[src/rtl/exc_pkg.sv]
// Shared constants for the exception sequencer: CP0 cause codes, Status bit
// positions and FSM state encoding. Optional feature macro: EXC_EXT_INT_EN.
package exc_pkg;

  localparam logic [4:0] CAUSE_SYSCALL = 5'b01000;
  localparam logic [4:0] CAUSE_BREAK   = 5'b01001;
  localparam logic [4:0] CAUSE_TEQ     = 5'b01101;
  localparam logic [4:0] CAUSE_INT     = 5'b00000;

  localparam int ST_IE  = 0;
  localparam int ST_SYS = 1;
  localparam int ST_BRK = 2;
  localparam int ST_TEQ = 3;
  localparam int ST_INT = 4;

  localparam logic [1:0] S_IDLE   = 2'd0;
  localparam logic [1:0] S_EXC    = 2'd1;
  localparam logic [1:0] S_ERET   = 2'd2;
  localparam logic [1:0] S_SETTLE = 2'd3;

endpackage

[src/rtl/exc_prio_enc.sv]
// Combinational priority encoder: masks trap/ERET/interrupt requests with the
// low Status bits and picks one winner (SYSCALL > BREAK > TEQ > ERET > INT).
module exc_prio_enc
  import exc_pkg::*;
(
  input  logic       instr_valid,
  input  logic       syscall,
  input  logic       brk,
  input  logic       teq_taken,
  input  logic       eret_instr,
  input  logic       int_any,
  input  logic [4:0] status,
  output logic       accept_exc,
  output logic       accept_eret,
  output logic [4:0] cause,
  output logic       epc_next
);

  logic ok_sys;
  logic ok_brk;
  logic ok_teq;
  logic ok_eret;
  logic ok_int;

  // Masked traps simply lose; a lower-priority enabled trap can still win.
  assign ok_sys  = instr_valid & syscall   & status[ST_IE] & status[ST_SYS];
  assign ok_brk  = instr_valid & brk       & status[ST_IE] & status[ST_BRK];
  assign ok_teq  = instr_valid & teq_taken & status[ST_IE] & status[ST_TEQ];
  assign ok_eret = instr_valid & eret_instr;
  assign ok_int  = int_any & status[ST_IE] & status[ST_INT];

  always_comb begin
    accept_exc  = 1'b0;
    accept_eret = 1'b0;
    cause       = CAUSE_INT;
    epc_next    = 1'b0;
    if (ok_sys) begin
      accept_exc = 1'b1;
      cause      = CAUSE_SYSCALL;
    end else if (ok_brk) begin
      accept_exc = 1'b1;
      cause      = CAUSE_BREAK;
    end else if (ok_teq) begin
      accept_exc = 1'b1;
      cause      = CAUSE_TEQ;
    end else if (ok_eret) begin
      accept_eret = 1'b1;
    end else if (ok_int) begin
      accept_exc = 1'b1;
      epc_next   = 1'b1;
    end
  end

endmodule

[src/rtl/exc_ctrl.sv]
// Exception/interrupt sequencer driving CP0 exception/eret strobes and a CPU
// stall. External interrupt path is present only with EXC_EXT_INT_EN defined.
module exc_ctrl
  import exc_pkg::*;
#(
  parameter int NUM_INT = 4
) (
  input  logic               clk,
  input  logic               rst,
  input  logic               instr_valid,
  input  logic               instr_done,
  input  logic               syscall,
  input  logic               brk,
  input  logic               teq_taken,
  input  logic               eret_instr,
  input  logic [NUM_INT-1:0] int_req,
  input  logic [31:0]        status,
  output logic               exception,
  output logic               eret,
  output logic [4:0]         cause,
  output logic               epc_next,
  output logic [NUM_INT-1:0] int_id,
  output logic               stall
);

  logic [1:0] state_reg;
  logic [1:0] state_next;
  logic [4:0] cause_reg;
  logic       int_any;
  logic       accept_exc;
  logic       accept_eret;
  logic [4:0] acc_cause;
  logic       acc_epc_next;
  logic       in_idle;
  logic       unused_status;

  assign unused_status = ^status[31:5];
  assign in_idle       = (state_reg == S_IDLE);

  exc_prio_enc u_prio (
    .instr_valid (instr_valid),
    .syscall     (syscall),
    .brk         (brk),
    .teq_taken   (teq_taken),
    .eret_instr  (eret_instr),
    .int_any     (int_any),
    .status      (status[4:0]),
    .accept_exc  (accept_exc),
    .accept_eret (accept_eret),
    .cause       (acc_cause),
    .epc_next    (acc_epc_next)
  );

  always_comb begin
    state_next = S_IDLE;
    case (state_reg)
      S_IDLE: begin
        if (accept_exc)       state_next = S_EXC;
        else if (accept_eret) state_next = S_ERET;
        else                  state_next = S_IDLE;
      end
      S_EXC:    state_next = S_SETTLE;
      S_ERET:   state_next = S_SETTLE;
      default:  state_next = S_IDLE;
    endcase
  end

  always_ff @(posedge clk) begin
    if (rst) begin
      state_reg <= S_IDLE;
      cause_reg <= 5'd0;
    end else begin
      state_reg <= state_next;
      if (in_idle && accept_exc) cause_reg <= acc_cause;
    end
  end

`ifdef EXC_EXT_INT_EN
  logic               epc_next_reg;
  logic [NUM_INT-1:0] int_id_reg;

  assign int_any = instr_done & (|int_req);

  // Traps clear the interrupt snapshot so int_id never shows a stale source.
  always_ff @(posedge clk) begin
    if (rst) begin
      epc_next_reg <= 1'b0;
      int_id_reg   <= '0;
    end else if (in_idle && accept_exc) begin
      epc_next_reg <= acc_epc_next;
      int_id_reg   <= acc_epc_next ? int_req : '0;
    end
  end

  assign epc_next = epc_next_reg;
  assign int_id   = int_id_reg;
`else
  logic unused_int;

  assign int_any    = 1'b0;
  assign unused_int = ^{int_req, instr_done, acc_epc_next};
  assign epc_next   = 1'b0;
  assign int_id     = '0;
`endif

  assign exception = (state_reg == S_EXC);
  assign eret      = (state_reg == S_ERET);
  assign stall     = ~in_idle;
  assign cause     = cause_reg;

endmodule
[config.mk]
export PLATFORM = sky130hd
export DESIGN_NAME = exc_ctrl
export DESIGN_NICKNAME = d
export VERILOG_FILES = /design/src/rtl/exc_pkg.sv /design/src/rtl/exc_prio_enc.sv /design/src/rtl/exc_ctrl.sv
export SDC_FILE = /design/constraint.sdc
export NUM_CORES = 1
export LEC_CHECK = 0
export CAP_MARGIN = 20
export CORE_UTILIZATION = 23
export DETAILED_ROUTE_END_ITERATION = 6
export PLACE_DENSITY = 0.92
export SYNTH_ARGS = -nofsm -noshare
export SYNTH_HDL_FRONTEND = slang
export SYNTH_SLANG_ARGS = --single-unit
[constraint.sdc]
create_clock -name clk -period 3.6 [get_ports clk]
set_clock_uncertainty 0.1 [all_clocks]
set_input_delay 0.54 -clock clk [delete_from_list [all_inputs] [get_ports clk]]
set_output_delay 0.54 -clock clk [all_outputs]
set_load 0.005 [all_outputs]
==> impl_metrics.toml <==
[outcome]
status = "finished, final reports clean"

[route]
viasPerCell = 4.19
ant_nets = 0
wire_per_inst_um = 9.05
firstDrtPassIters = 4
vias = 306
drc = 0
wirelength_um = 661
first_iter_violations = 8

[setup_path]
rr_worst_depth = 5
cp.required_ns = 2.96
cp_max_fo = 4
r2r_end = "cause[0]"
critPathLaunchType = "register"
rrSetupSlack_ns = 2.29
reg2reg_from = "state_reg[0]"
cp.arrival_ns = 1.44
endpoint_kind = "output port"
worstSetupPathType = "reg -> out"

[clock_network]
clk_latency_ns = 0.24
clock_sinks = 5
cts_tree = "done"
cts_buffers = 3
htreeDepth = 1
clockBufferDepth = 2
ctsHoldBuffers = 0
root_buffer = "clkbuf_4"
clk_pin_slew_ns = 0.05
cts_setup_buffers = 0
cts-resized-gates = 0

[timing]
hold_viol_final = 0
fin_setup_tns_ns = 0
finalSetupViolations = 0
final.period_utilization = 0.578
finalWorstSetupSlack_ns = 1.52
fin_crit_ns = 2.08
grt_setup_unrepaired = "no"
finalMaxSlewViolations = 0
max_freq_mhz = 481

[logic_synthesis]
synth-warning-count = 0
synth_area_per_cell_sq_um = 9.02
ys.flop_type = "dfxtp_1"
synth_cell_types = 19
synth_edf_count = 0
synth_common_cells = "buf_4 (7), dfxtp_1 (5), ha_1 (4)"
syn_inst = 39
syn_area_sq_um = 352
synth_top_area_cell = "dfxtp_1"
async_flop_share = 0
synthMostInstantiatedCell = "buf_4"
synthDominantCellAreaShare = 0.285
synth_area_leaders = "dfxtp_1 (28%), buf_4 (15%), ha_1 (14%), o21a_1 (4.3%), a22oi_2 (3.6%)"
ys_ff_latch = 5
ys_seq_area_frac = 0.285

[final_layout]
area_growth_syn_to_layout_pct = 49.8
largest_reg_flops = 3
final_nets = 107
num_antenna_cells = 0
drive_gt1_frac = 0.121
fin_util = 0.386

[worst_hold_path]
holdCritPathClass = "reg -> reg"
hold_depth = 1
hold_end = "cause[0]"
holdCritStartpoint = "cause[0]"

[pwr]
power_density_nw_per_um2 = 512
switchingPower_uw = 83.6
p_total_uw = 270
p_leak_nw = 0.226
power_frac_clock = 0.242
sequentialPowerShare = 0.286
ir_drop_mv = 0.237
comb_power_share = 0.472
swShare = 0.310
intPower_uw = 186

[floorplan]
dieArea_sq_um = 1690
die_x_um = 41.1
start_util = 0.257
rows = 13
core-area_sq_um = 1370
die_h_um = 41.1
ios = 57

[global_route]
antenna_found_initial = 0
grt-ovfl-total = 0
grt_pass1_vias = 258
grt_max_degree = 6
grtUsageTotal = 0.0901
grt_pass1_wl_um = 966

[placed_design]
gp_congestion = 0.662
post-place-ws_ns = 1.76
portBuffers = 16

[flow_run]
maxCapViolCount = 0
==> worst max-delay path: stages, from the launching register on <==
cell and delay (ns):
dfxtp_1 0.35, inv_1 0.07, ha_1 0.24, inv_1 0.06, clkdlybuf4s50_1 0.48
==> through the flow <==
stage	instances	area [sq um]	hold slack (ns)
floorplan	45	374	0.364
global placement	69	500	0.357
detailed placement	69	500	0.365
CTS	73	527	0.380
global route	73	527	0.406
finish	73	527	0.374
==> layout make-up <==
cell class | instances | area, sq um
Multi-Input combinational cell | 30 | 210
Sequential cell | 5 | 100
Clock buffer | 4 | 26.3
Fill cell | 144 | 840
Inverter | 3 | 11.3
Tap cell | 15 | 18.8
Timing Repair Buffer | 16 | 160
==> logic make-up after synthesis <==
logic type | after synthesis | share of synthesized area
other | 1 | 0.0107
flip-flops | 5 | 0.285
adder cells (fa/ha/maj) | 4 | 0.142
AO/OA/AOI/OAI | 9 | 0.206
buffers and inverters | 10 | 0.181
AND/OR/NAND/NOR | 10 | 0.174
==> power groups by stage <==
stage	Sequential [mW]	Combinational (mW)	Clock [mW]
after global routing	0.0799	0.143	0.0723
after detailed placement	0.0785	0.129	0
after CTS	0.0775	0.130	0.0687
after floorplan	0.0773	0.0740	0
after global placement	0.0778	0.127	0
final	0.0771	0.127	0.0652
==> layout by cell type (no fill, tap or decap), drive strengths merged <==
| master | instances |
|---|---|
| a21oi | 2 |
| nor4 | 1 |
| clkbuf | 4 |
| conb | 7 |
| o21ba | 1 |
| o21a | 2 |
| a22oi | 1 |
| nor3b | 1 |
| a31oi | 2 |
| and3 | 1 |
| ha | 4 |
| dfxtp | 5 |
| clkdlybuf4s50 | 16 |
| a41oi | 1 |
| nor2 | 2 |
| nand2 | 2 |
| nand3 | 2 |
| inv | 3 |
| nor3 | 1 |
==> how the worst max path moves through the flow <==
| stage | startpoint | to | slack (ns) | depth (start not counted) |
|---|---|---|---|---|
| 6_report | state_reg[0] | stall | 1.52 | 4 |
| 3_5_place_dp | state_reg[0] | stall | 1.76 | 4 |
| 2_1_floorplan | state_reg[0] | stall | 2.28 | 3 |
| 4_1_cts | state_reg[0] | stall | 1.49 | 4 |
| 3_3_place_gp | state_reg[0] | stall | 1.78 | 4 |
| 5_1_grt | state_reg[0] | stall | 1.40 | 4 |
==> metal layers <==
layer  global-route usage  up-vias  routed length (um)
li1                     -      160                   -
met1                0.109      132                 281
met2                0.125       12                 312
met3               0.0326        2                  61
met4               0.0726        0                   6
met5                    0        -                   0
Note: power is estimated with default switching activity, not from simulation.
